### src/rtl/sprite_bank_arbiter_if.sv
// Bundle of renderer, loader and BRAM-side signals for the sprite bank arbiter.
// The slave modport is the arbiter; the master modport is everything around it.
interface sprite_bank_arbiter_if #(
  parameter int ADDR_W = 16,
  parameter int DATA_W = 8
);
  logic [9:0]        vcount_in;
  logic              rd_req_in;
  logic [ADDR_W-1:0] rd_addr_in;
  logic [DATA_W-1:0] rd_data_out;
  logic              rd_valid_out;
  logic              wr_valid_in;
  logic [ADDR_W-1:0] wr_addr_in;
  logic [DATA_W-1:0] wr_data_in;
  logic              wr_last_in;
  logic              wr_ready_out;
  logic [ADDR_W:0]   bram_addr_out;
  logic [DATA_W-1:0] bram_din_out;
  logic              bram_we_out;
  logic              bram_en_out;
  logic [DATA_W-1:0] bram_dout_in;
  logic              front_bank_out;
  logic              swap_pending_out;
  logic [15:0]       wr_stall_count_out;

  modport slave (
    input  vcount_in, rd_req_in, rd_addr_in, wr_valid_in, wr_addr_in, wr_data_in,
           wr_last_in, bram_dout_in,
    output rd_data_out, rd_valid_out, wr_ready_out, bram_addr_out, bram_din_out,
           bram_we_out, bram_en_out, front_bank_out, swap_pending_out, wr_stall_count_out
  );

  modport master (
    output vcount_in, rd_req_in, rd_addr_in, wr_valid_in, wr_addr_in, wr_data_in,
           wr_last_in, bram_dout_in,
    input  rd_data_out, rd_valid_out, wr_ready_out, bram_addr_out, bram_din_out,
           bram_we_out, bram_en_out, front_bank_out, swap_pending_out, wr_stall_count_out
  );
endinterface

### src/rtl/sprite_bank_arbiter.sv
// Double-buffered sprite BRAM arbiter: reads hit the front bank with fixed priority,
// loader writes fill the back bank, banks swap at the start of vertical blanking.
//
// state     | meaning
// FILL      | loader may write the back bank
// WAIT_SWAP | full frame loaded, writes blocked until the next blank event
module sprite_bank_arbiter #(
  parameter int ADDR_W       = 16,
  parameter int DATA_W       = 8,
  parameter int BRAM_LATENCY = 2,
  parameter int V_ACTIVE     = 768
) (
  input  logic                    pixel_clk_in,
  input  logic                    rst_n_in,
  sprite_bank_arbiter_if.slave    bus
);

  typedef enum logic {FILL = 1'b0, WAIT_SWAP = 1'b1} state_t;

  state_t              state;
  logic                front_bank;
  logic                swap_pending;
  logic [9:0]          vcount_q;
  logic                vcount_q_vld;
  logic [15:0]         stall_cnt;
  logic                rd_issue;
  logic [BRAM_LATENCY-1:0] rd_pipe;
  logic                rd_valid_q;
  logic [DATA_W-1:0]   rd_data_q;
  logic [ADDR_W:0]     bram_addr_q;
  logic [DATA_W-1:0]   bram_din_q;
  logic                bram_we_q;
  logic                bram_en_q;

  logic wr_ready;
  logic wr_accept;
  logic blank_evt;
  logic stall_evt;

  assign wr_ready  = rst_n_in & ~bus.rd_req_in & (state == FILL);
  assign wr_accept = bus.wr_valid_in & wr_ready;
  assign stall_evt = bus.wr_valid_in & ~wr_ready;
  // vcount_q_vld makes the first post-reset cycle count as an edge into blanking
  assign blank_evt = (bus.vcount_in == 10'(V_ACTIVE)) &&
                     (!vcount_q_vld || (vcount_q != 10'(V_ACTIVE)));

  always_ff @(posedge pixel_clk_in or negedge rst_n_in) begin
    if (!rst_n_in) begin
      state        <= FILL;
      front_bank   <= 1'b0;
      swap_pending <= 1'b0;
      vcount_q     <= '0;
      vcount_q_vld <= 1'b0;
      stall_cnt    <= '0;
      rd_issue     <= 1'b0;
      rd_pipe      <= '0;
      rd_valid_q   <= 1'b0;
      rd_data_q    <= '0;
      bram_addr_q  <= '0;
      bram_din_q   <= '0;
      bram_we_q    <= 1'b0;
      bram_en_q    <= 1'b0;
    end else begin
      vcount_q     <= bus.vcount_in;
      vcount_q_vld <= 1'b1;

      rd_issue   <= bus.rd_req_in;
      rd_pipe[0] <= rd_issue;
      for (int i = 1; i < BRAM_LATENCY; i++) rd_pipe[i] <= rd_pipe[i-1];
      rd_valid_q <= rd_pipe[BRAM_LATENCY-1];
      if (rd_pipe[BRAM_LATENCY-1]) rd_data_q <= bus.bram_dout_in;

      // Bank bit is taken from the pre-swap front_bank, so a read sampled on the
      // swap edge still addresses the old front bank.
      if (bus.rd_req_in) begin
        bram_en_q   <= 1'b1;
        bram_we_q   <= 1'b0;
        bram_addr_q <= {front_bank, bus.rd_addr_in};
      end else if (wr_accept) begin
        bram_en_q   <= 1'b1;
        bram_we_q   <= 1'b1;
        bram_addr_q <= {~front_bank, bus.wr_addr_in};
        bram_din_q  <= bus.wr_data_in;
      end else begin
        bram_en_q <= 1'b0;
        bram_we_q <= 1'b0;
      end

      case (state)
        FILL: begin
          if (wr_accept && bus.wr_last_in) begin
            state        <= WAIT_SWAP;
            swap_pending <= 1'b1;
          end
        end
        WAIT_SWAP: begin
          if (blank_evt) begin
            state        <= FILL;
            swap_pending <= 1'b0;
            front_bank   <= ~front_bank;
          end
        end
        default: begin
          state        <= FILL;
          swap_pending <= 1'b0;
        end
      endcase

      if (blank_evt && (state == WAIT_SWAP)) stall_cnt <= '0;
      else if (stall_evt && (stall_cnt != 16'hFFFF)) stall_cnt <= stall_cnt + 16'd1;
    end
  end

  assign bus.wr_ready_out       = wr_ready;
  assign bus.rd_data_out        = rd_data_q;
  assign bus.rd_valid_out       = rd_valid_q;
  assign bus.bram_addr_out      = bram_addr_q;
  assign bus.bram_din_out       = bram_din_q;
  assign bus.bram_we_out        = bram_we_q;
  assign bus.bram_en_out        = bram_en_q;
  assign bus.front_bank_out     = front_bank;
  assign bus.swap_pending_out   = swap_pending;
  assign bus.wr_stall_count_out = stall_cnt;

endmodule

### src/flat_wrapper.sv
// flat-port wrapper written by rule: the top's interface ports become plain ports
module sprite_bank_arbiter_flat 
#(
  parameter int ADDR_W       = 16,
  parameter int DATA_W       = 8,
  parameter int BRAM_LATENCY = 2,
  parameter int V_ACTIVE     = 768
)
  (pixel_clk_in, rst_n_in, bus_vcount_in, bus_rd_req_in, bus_rd_addr_in, bus_wr_valid_in, bus_wr_addr_in, bus_wr_data_in, bus_wr_last_in, bus_bram_dout_in, bus_rd_data_out, bus_rd_valid_out, bus_wr_ready_out, bus_bram_addr_out, bus_bram_din_out, bus_bram_we_out, bus_bram_en_out, bus_front_bank_out, bus_swap_pending_out, bus_wr_stall_count_out);
  sprite_bank_arbiter_if #(.ADDR_W(ADDR_W), .DATA_W(DATA_W)) bus_i ();
  input  logic pixel_clk_in;
  input  logic rst_n_in;
  input wire logic [$bits(bus_i.vcount_in)-1:0] bus_vcount_in;
  input wire logic [$bits(bus_i.rd_req_in)-1:0] bus_rd_req_in;
  input wire logic [$bits(bus_i.rd_addr_in)-1:0] bus_rd_addr_in;
  input wire logic [$bits(bus_i.wr_valid_in)-1:0] bus_wr_valid_in;
  input wire logic [$bits(bus_i.wr_addr_in)-1:0] bus_wr_addr_in;
  input wire logic [$bits(bus_i.wr_data_in)-1:0] bus_wr_data_in;
  input wire logic [$bits(bus_i.wr_last_in)-1:0] bus_wr_last_in;
  input wire logic [$bits(bus_i.bram_dout_in)-1:0] bus_bram_dout_in;
  output wire logic [$bits(bus_i.rd_data_out)-1:0] bus_rd_data_out;
  output wire logic [$bits(bus_i.rd_valid_out)-1:0] bus_rd_valid_out;
  output wire logic [$bits(bus_i.wr_ready_out)-1:0] bus_wr_ready_out;
  output wire logic [$bits(bus_i.bram_addr_out)-1:0] bus_bram_addr_out;
  output wire logic [$bits(bus_i.bram_din_out)-1:0] bus_bram_din_out;
  output wire logic [$bits(bus_i.bram_we_out)-1:0] bus_bram_we_out;
  output wire logic [$bits(bus_i.bram_en_out)-1:0] bus_bram_en_out;
  output wire logic [$bits(bus_i.front_bank_out)-1:0] bus_front_bank_out;
  output wire logic [$bits(bus_i.swap_pending_out)-1:0] bus_swap_pending_out;
  output wire logic [$bits(bus_i.wr_stall_count_out)-1:0] bus_wr_stall_count_out;
  assign bus_i.vcount_in = bus_vcount_in;
  assign bus_i.rd_req_in = bus_rd_req_in;
  assign bus_i.rd_addr_in = bus_rd_addr_in;
  assign bus_i.wr_valid_in = bus_wr_valid_in;
  assign bus_i.wr_addr_in = bus_wr_addr_in;
  assign bus_i.wr_data_in = bus_wr_data_in;
  assign bus_i.wr_last_in = bus_wr_last_in;
  assign bus_i.bram_dout_in = bus_bram_dout_in;
  assign bus_rd_data_out = bus_i.rd_data_out;
  assign bus_rd_valid_out = bus_i.rd_valid_out;
  assign bus_wr_ready_out = bus_i.wr_ready_out;
  assign bus_bram_addr_out = bus_i.bram_addr_out;
  assign bus_bram_din_out = bus_i.bram_din_out;
  assign bus_bram_we_out = bus_i.bram_we_out;
  assign bus_bram_en_out = bus_i.bram_en_out;
  assign bus_front_bank_out = bus_i.front_bank_out;
  assign bus_swap_pending_out = bus_i.swap_pending_out;
  assign bus_wr_stall_count_out = bus_i.wr_stall_count_out;
  sprite_bank_arbiter #(.ADDR_W(ADDR_W), .DATA_W(DATA_W), .BRAM_LATENCY(BRAM_LATENCY), .V_ACTIVE(V_ACTIVE)) u_core (.pixel_clk_in(pixel_clk_in), .rst_n_in(rst_n_in), .bus(bus_i));
endmodule
### config.mk
export PLATFORM = sky130hd
export DESIGN_NAME = sprite_bank_arbiter_flat
export DESIGN_NICKNAME = d
export VERILOG_FILES = /design/src/rtl/sprite_bank_arbiter_if.sv /design/src/rtl/sprite_bank_arbiter.sv /design/src/flat_wrapper.sv
export SDC_FILE = /design/constraint.sdc
export NUM_CORES = 1
export LEC_CHECK = 0
export ABC_AREA = 1
export ABC_CLOCK_PERIOD_IN_PS = 2040
export BUFFER_PORTS_ARGS = -buffer_cell sky130_fd_sc_hd__buf_2
export CAP_MARGIN = 20
export CORE_UTILIZATION = 49
export DETAILED_ROUTE_END_ITERATION = 16
export GPL_TIMING_DRIVEN = 1
export PLACE_DENSITY = 0.9
export SYNTH_ARGS = -nofsm -noshare
export SYNTH_HDL_FRONTEND = slang
export SYNTH_SLANG_ARGS = --single-unit
### constraint.sdc
create_clock -name pixel_clk_in -period 2.04 [get_ports pixel_clk_in]
set_input_delay 0.51 -clock pixel_clk_in [delete_from_list [all_inputs] [get_ports pixel_clk_in]]
set_output_delay 0.51 -clock pixel_clk_in [all_outputs]
set_load 0.03 [all_outputs]
**Word-level counts from Yosys, hierarchy flattened**

Index checks and enable logic that the tools add are counted.

- Bits in registers: 69
- Word-level logic and storage cells: 52

- Bitwise logic cells: 8
- Eq/ne operators: 5
- Add/subtract/negate cells: 1
- Mux-type cells: 13
- Reduce and logical (&&, ||, !) cells: 11

Operators by type and width:

| kind | count |
|---|---|
| 17-bit 2-to-1 mux | 2 |
| 16-bit 2-to-1 mux | 2 |
| 16-bit by 1-bit adder with 16-bit output (second input constant) | 1 |
| 16-bit != test (second input constant) | 1 |
| 10-bit equality test (second input constant) | 1 |
| 10-bit != test (second input constant) | 1 |
| 1-bit 2-to-1 mux | 7 |
| 2-bit AND reduction | 3 |
| 1-bit bitwise AND | 4 |
| 1-bit logical AND | 4 |
| 2-bit != test (second input constant) | 2 |
| 1-bit NOT | 4 |
| 1-bit one-hot mux with 2 select lines | 2 |
| 2-bit nonzero test | 2 |
| 1-bit zero test | 1 |
| 1-bit logical OR | 1 |

**Longest topological paths before layout**

- Word-level depth: 8
- Depth in mapped cells: 10
- Gate-level depth less buffers: 9

**Least setup slack after synthesis**

Ideal clock, no wire load.

- Path kind: register to register
- Start point: register u_core.stall_cnt[0] (netlist: u_core.bus.wr_stall_count_out[0])
- End point: register u_core.stall_cnt[2] (netlist: u_core.bus.wr_stall_count_out[2])
- Stages on the path, launching flop included: 10
- Setup slack: 0.352 ns
- Arrival time: 1.568 ns
- Cell sequence: dfrtp_1 -> ha_1 -> inv_1 -> nor2_1 -> nand2_1 -> nor2_2 -> nor2_4 -> buf_2 -> nand3_1 -> nand2_1

- Word-level cells in the longest chain between the ends: 3
- Elaborated cells on any way between the ends: 6

RTL lines:

| element | RTL line | source |
|---|---|---|
| start, declared | sprite_bank_arbiter.sv:25 | `logic [15:0] stall_cnt;` |
| start signal, assigned | sprite_bank_arbiter.sv:110 | `else if (stall_evt && (stall_cnt != 16'hFFFF)) stall_cnt <= stall_cnt + 16'd1;` |
| 16-bit by 1-bit adder with 16-bit output / 16-bit != test (equally long branches) | sprite_bank_arbiter.sv:110 |  |
| 16-bit 2-to-1 mux / 1-bit logical AND (equally long branches) | sprite_bank_arbiter.sv:110 |  |
| 16-bit 2-to-1 mux / 2-bit nonzero test (equally long branches) | - |  |

Several ways; a longest one is shown, not always the timed one. The select of a mux whose other input is x is not followed.
A chain may end at the register's enable or synchronous reset.

**Final worst setup path**

- Start point: register u_core.stall_cnt[0] (netlist: u_core.bus.wr_stall_count_out[0])
- End point: register u_core.stall_cnt[0] (netlist: u_core.bus.wr_stall_count_out[0])

The elaborated chain is that of the path after synthesis.

==> results.md <==
- Starting Density: 0.518
- Remaining antenna violation count: 0
- Cts repair resizes: 0
- Largest fanout on the critical path: 13
- RSZ-0062 raised after global routing: false
- TritonRoute pass-1 iters: 5
- Mapped Area: 3140 um2
- Yosys warnings: 0
- Post-synth top area share: 0.550
- CP startpoint kind: register
- Clk buf depth: 2
- Vias per inst: 5.08
- Top post-synthesis cells by area: dfrtp_1 (55%), nand2_1 (8.6%), mux2i_1 (5.1%), nand3_1 (4.6%), a21oi_2 (4.5%)
- Worst path cell trace: ha_1 > inv_1 > nor2_1 > nand2_1 > nor2_2 > nor2_4 > inv_2 > nand3_1 > o21ai_0
- Min cycle time layout: approximately 1.7 ns
- Most common cell after layout, fill and taps aside: buf_2
- Worst slew margin: 0.450
- Hold WC Path Type: input pin to register
- Reg2reg path depth: 9
- Fmax: between 500 and 600 MHz
- First-pass GRT wire length: about 12 mm
- Initial DRC count: slightly above 200
- Setup WS pre-CTS: approximately 0.29 ns
- Die area: roughly 6700 um2
- Cell Pwr Density: approximately 940 nW/um2
- GP Congestion: approximately 0.89
- Maximum vdd ir drop: 0.000534 V
- Setup crit start: u_core.bus.wr_stall_count_out[0]
- Max stage delay on crit path: 0.43 ns
- Mean Syn Cell Area: 9.73 um2
- Fillers: 510
- Tightest Pin Transition: between 0.8 and 0.9 ns
- Final setup violation count: 0
- Area leader, netlist: dfrtp_1
- WS Path Type: register to register
- Synth unique cells: 28
- Sequential area share after synthesis: 0.550
- Most frequent cells in the layout: buf_2 (117), nand2_1 (72), dfrtp_1 (69)
- Vias in the first global route: approximately 2700
- Status: complete, no violations
- Total CTS buffers: 9
- # H-tree levels: 3
- Leakage: ~2.1 nW
- Endpoints failing hold: 0
- Placed Cells: between 500 and 600
- Syn_nets: 387
- Final Cell Area: approximately 4000 um2
- PortBufs: 117
- Yosys reg bits: 69
- Placed Area: 3780 um2
- Share of cells above drive strength 1: 0.404
- I/O pin count: between 100 and 150
- Wire per inst: roughly 14 um
- Clk root buf: clkbuf_8
- Worst Skew: roughly 0.0087 ns
- CP Data Required Time: 2.27 ns
- Worst r2r src: u_core.bus.wr_stall_count_out[0]
- Worst Setup EP: u_core.bus.wr_stall_count_out[0]
- Finished Layout Cells: between 500 and 600
- DRC viols: 0
- Grt ovf: 0
- Setup Fix Bufs, Post-CTS: 0
- TritonCTS clock tree: done
- Initial antenna violation count: 0
- # hold bufs at CTS: 0
- Flop2flop setup slack: 0.29 ns
- Slowest cell on the critical path: dfrtp_1
- R2R Path End: u_core.bus.wr_stall_count_out[0]
- Skew-Pair Late Insertion Delay: roughly 0.35 ns
- Max-Cap Viols: 0
- Total wire length: about 7.1 mm
- Crit path DAT: approximately 2.0 ns
- Ant diodes: 0
- CTS clk-pin slew, worst paths: ~0.080 ns
- Routed vias: approximately 2700
- Fin. max-slew vios: 0
- Final period util: 0.857
- Horiz. Die Dim: 82.1 um
- DPL Wire Length: ~5.2 mm
- Total global-route track usage: 0.236
- Setup ws final: 0.292 ns
- Pin count of the biggest net entering global routing: 70
- Site row count: 28
- CORE AREA: ~6100 um2
- Post-Synthesis Cells: 323
- Height of the die: 82.1 um
- Area grow syn2layout: 26.3%
- Fin nets: between 500 and 600
- Num Clock Sinks: slightly below 70
- Setup TNS: 0 ns
- CP endpoint kind: register
## where the power goes
| part | leakage [nW] | switching [mW] | internal [mW] |
|---|---|---|---|
| sequential | 0.827 | 0.158 | 1.56 |
| clock | 0.0917 | 0.559 | 0.457 |
| combinational | 1.15 | 0.672 | 0.334 |
## layout make-up
class	count	area (um2)	area share
Clock buffer	9	124	0.0312
Clock inverter	7	58.8	0.0148
Inverter	18	70.1	0.0177
Multi-Input combinational cell	223	1260	0.317
Sequential cell	69	1730	0.435
Tap cell	75	93.8	0.0237
Timing Repair Buffer	122	636	0.160
## worst max-delay path: cells and delay by family, from the launching register on
| kind | cells | cell delay, ns |
|---|---|---|
| simple gates | 5 | 0.63 |
| flops | 1 | 0.43 |
| fa+ha+maj | 1 | 0.26 |
| buf+inv | 2 | 0.24 |
| compound gates | 1 | 0.07 |
## logic make-up (layout without fill, tap and decap cells)
| kind of cell | after synthesis | in the layout | share of synthesized area |
|---|---|---|---|
| multiplexers | 24 | 24 | 0.0796 |
| flip-flops | 69 | 69 | 0.550 |
| XOR/XNOR | 6 | 6 | 0.0167 |
| adder cells (fa/ha/maj) | 1 | 1 | 0.00398 |
| AND/OR/NAND/NOR | 167 | 167 | 0.240 |
| buffers and inverters | 31 | 156 | 0.0498 |
| AO/OA/AOI/OAI | 24 | 24 | 0.0589 |
| other | 1 | 1 | 0.00119 |
## flip-flops by register name, summed over array words and instances (netlist names), 2 cells and up
name and count:
u_core.rd_pipe 2, u_core.bus.bram_addr_out 17, u_core.vcount_q 10, u_core.bus.wr_stall_count_out 16, u_core.bus.rd_data_out 8, u_core.bus.bram_din_out 8
## metal layers
| metal | track usage | up-vias | share of wire |
|---|---|---|---|
| met3 | 0.0644 | 13 | 0.055 |
| met1 | 0.264 | 1255 | 0.40 |
| met2 | 0.412 | 99 | 0.52 |
| met5 | 0 | - | 0 |
| met4 | 0.114 | 0 | 0.022 |
| li1 | - | 1291 | - |
## how the worst min path moves through the flow
stage | start | to | slack, ns | depth (start not counted)
2_1_floorplan | rst_n_in | u_core.bus.bram_addr_out[0] | 0.21 | 0
3_3_place_gp | u_core.rd_issue | u_core.rd_pipe[0] | 0.34 | 0
3_5_place_dp | u_core.rd_issue | u_core.rd_pipe[0] | 0.34 | 0
4_1_cts | bus_vcount_in[2] | u_core.vcount_q[2] | 0.27 | 1
5_1_grt | bus_vcount_in[1] | u_core.vcount_q[1] | 0.27 | 1
6_report | bus_vcount_in[2] | u_core.vcount_q[2] | 0.28 | 1
## stage by stage
stage / utilization / hold WS [ns] / total power [mW]
CTS: 0.655 / 0.266 / 3.78
floorplan: - / 0.214 / 2.40
global route: 0.655 / 0.267 / 3.93
finish: 0.655 / 0.277 / 3.74
detailed placement: 0.624 / 0.339 / 2.76
global placement: 0.624 / 0.336 / 2.71
## cells in the mapped netlist, drive strengths merged
library cell / instances
a21o: 1
a21oi: 17
and3: 1
buf: 10
clkbuf: 3
conb: 1
dfrtp: 69
ha: 1
inv: 18
mux2: 8
mux2i: 16
nand2: 73
nand3: 29
nand3b: 3
nand4: 10
nor2: 50
o21ai: 5
o21bai: 1
or2: 1
xnor2: 1
xor2: 5
Note: power is estimated with default switching activity, not from simulation.
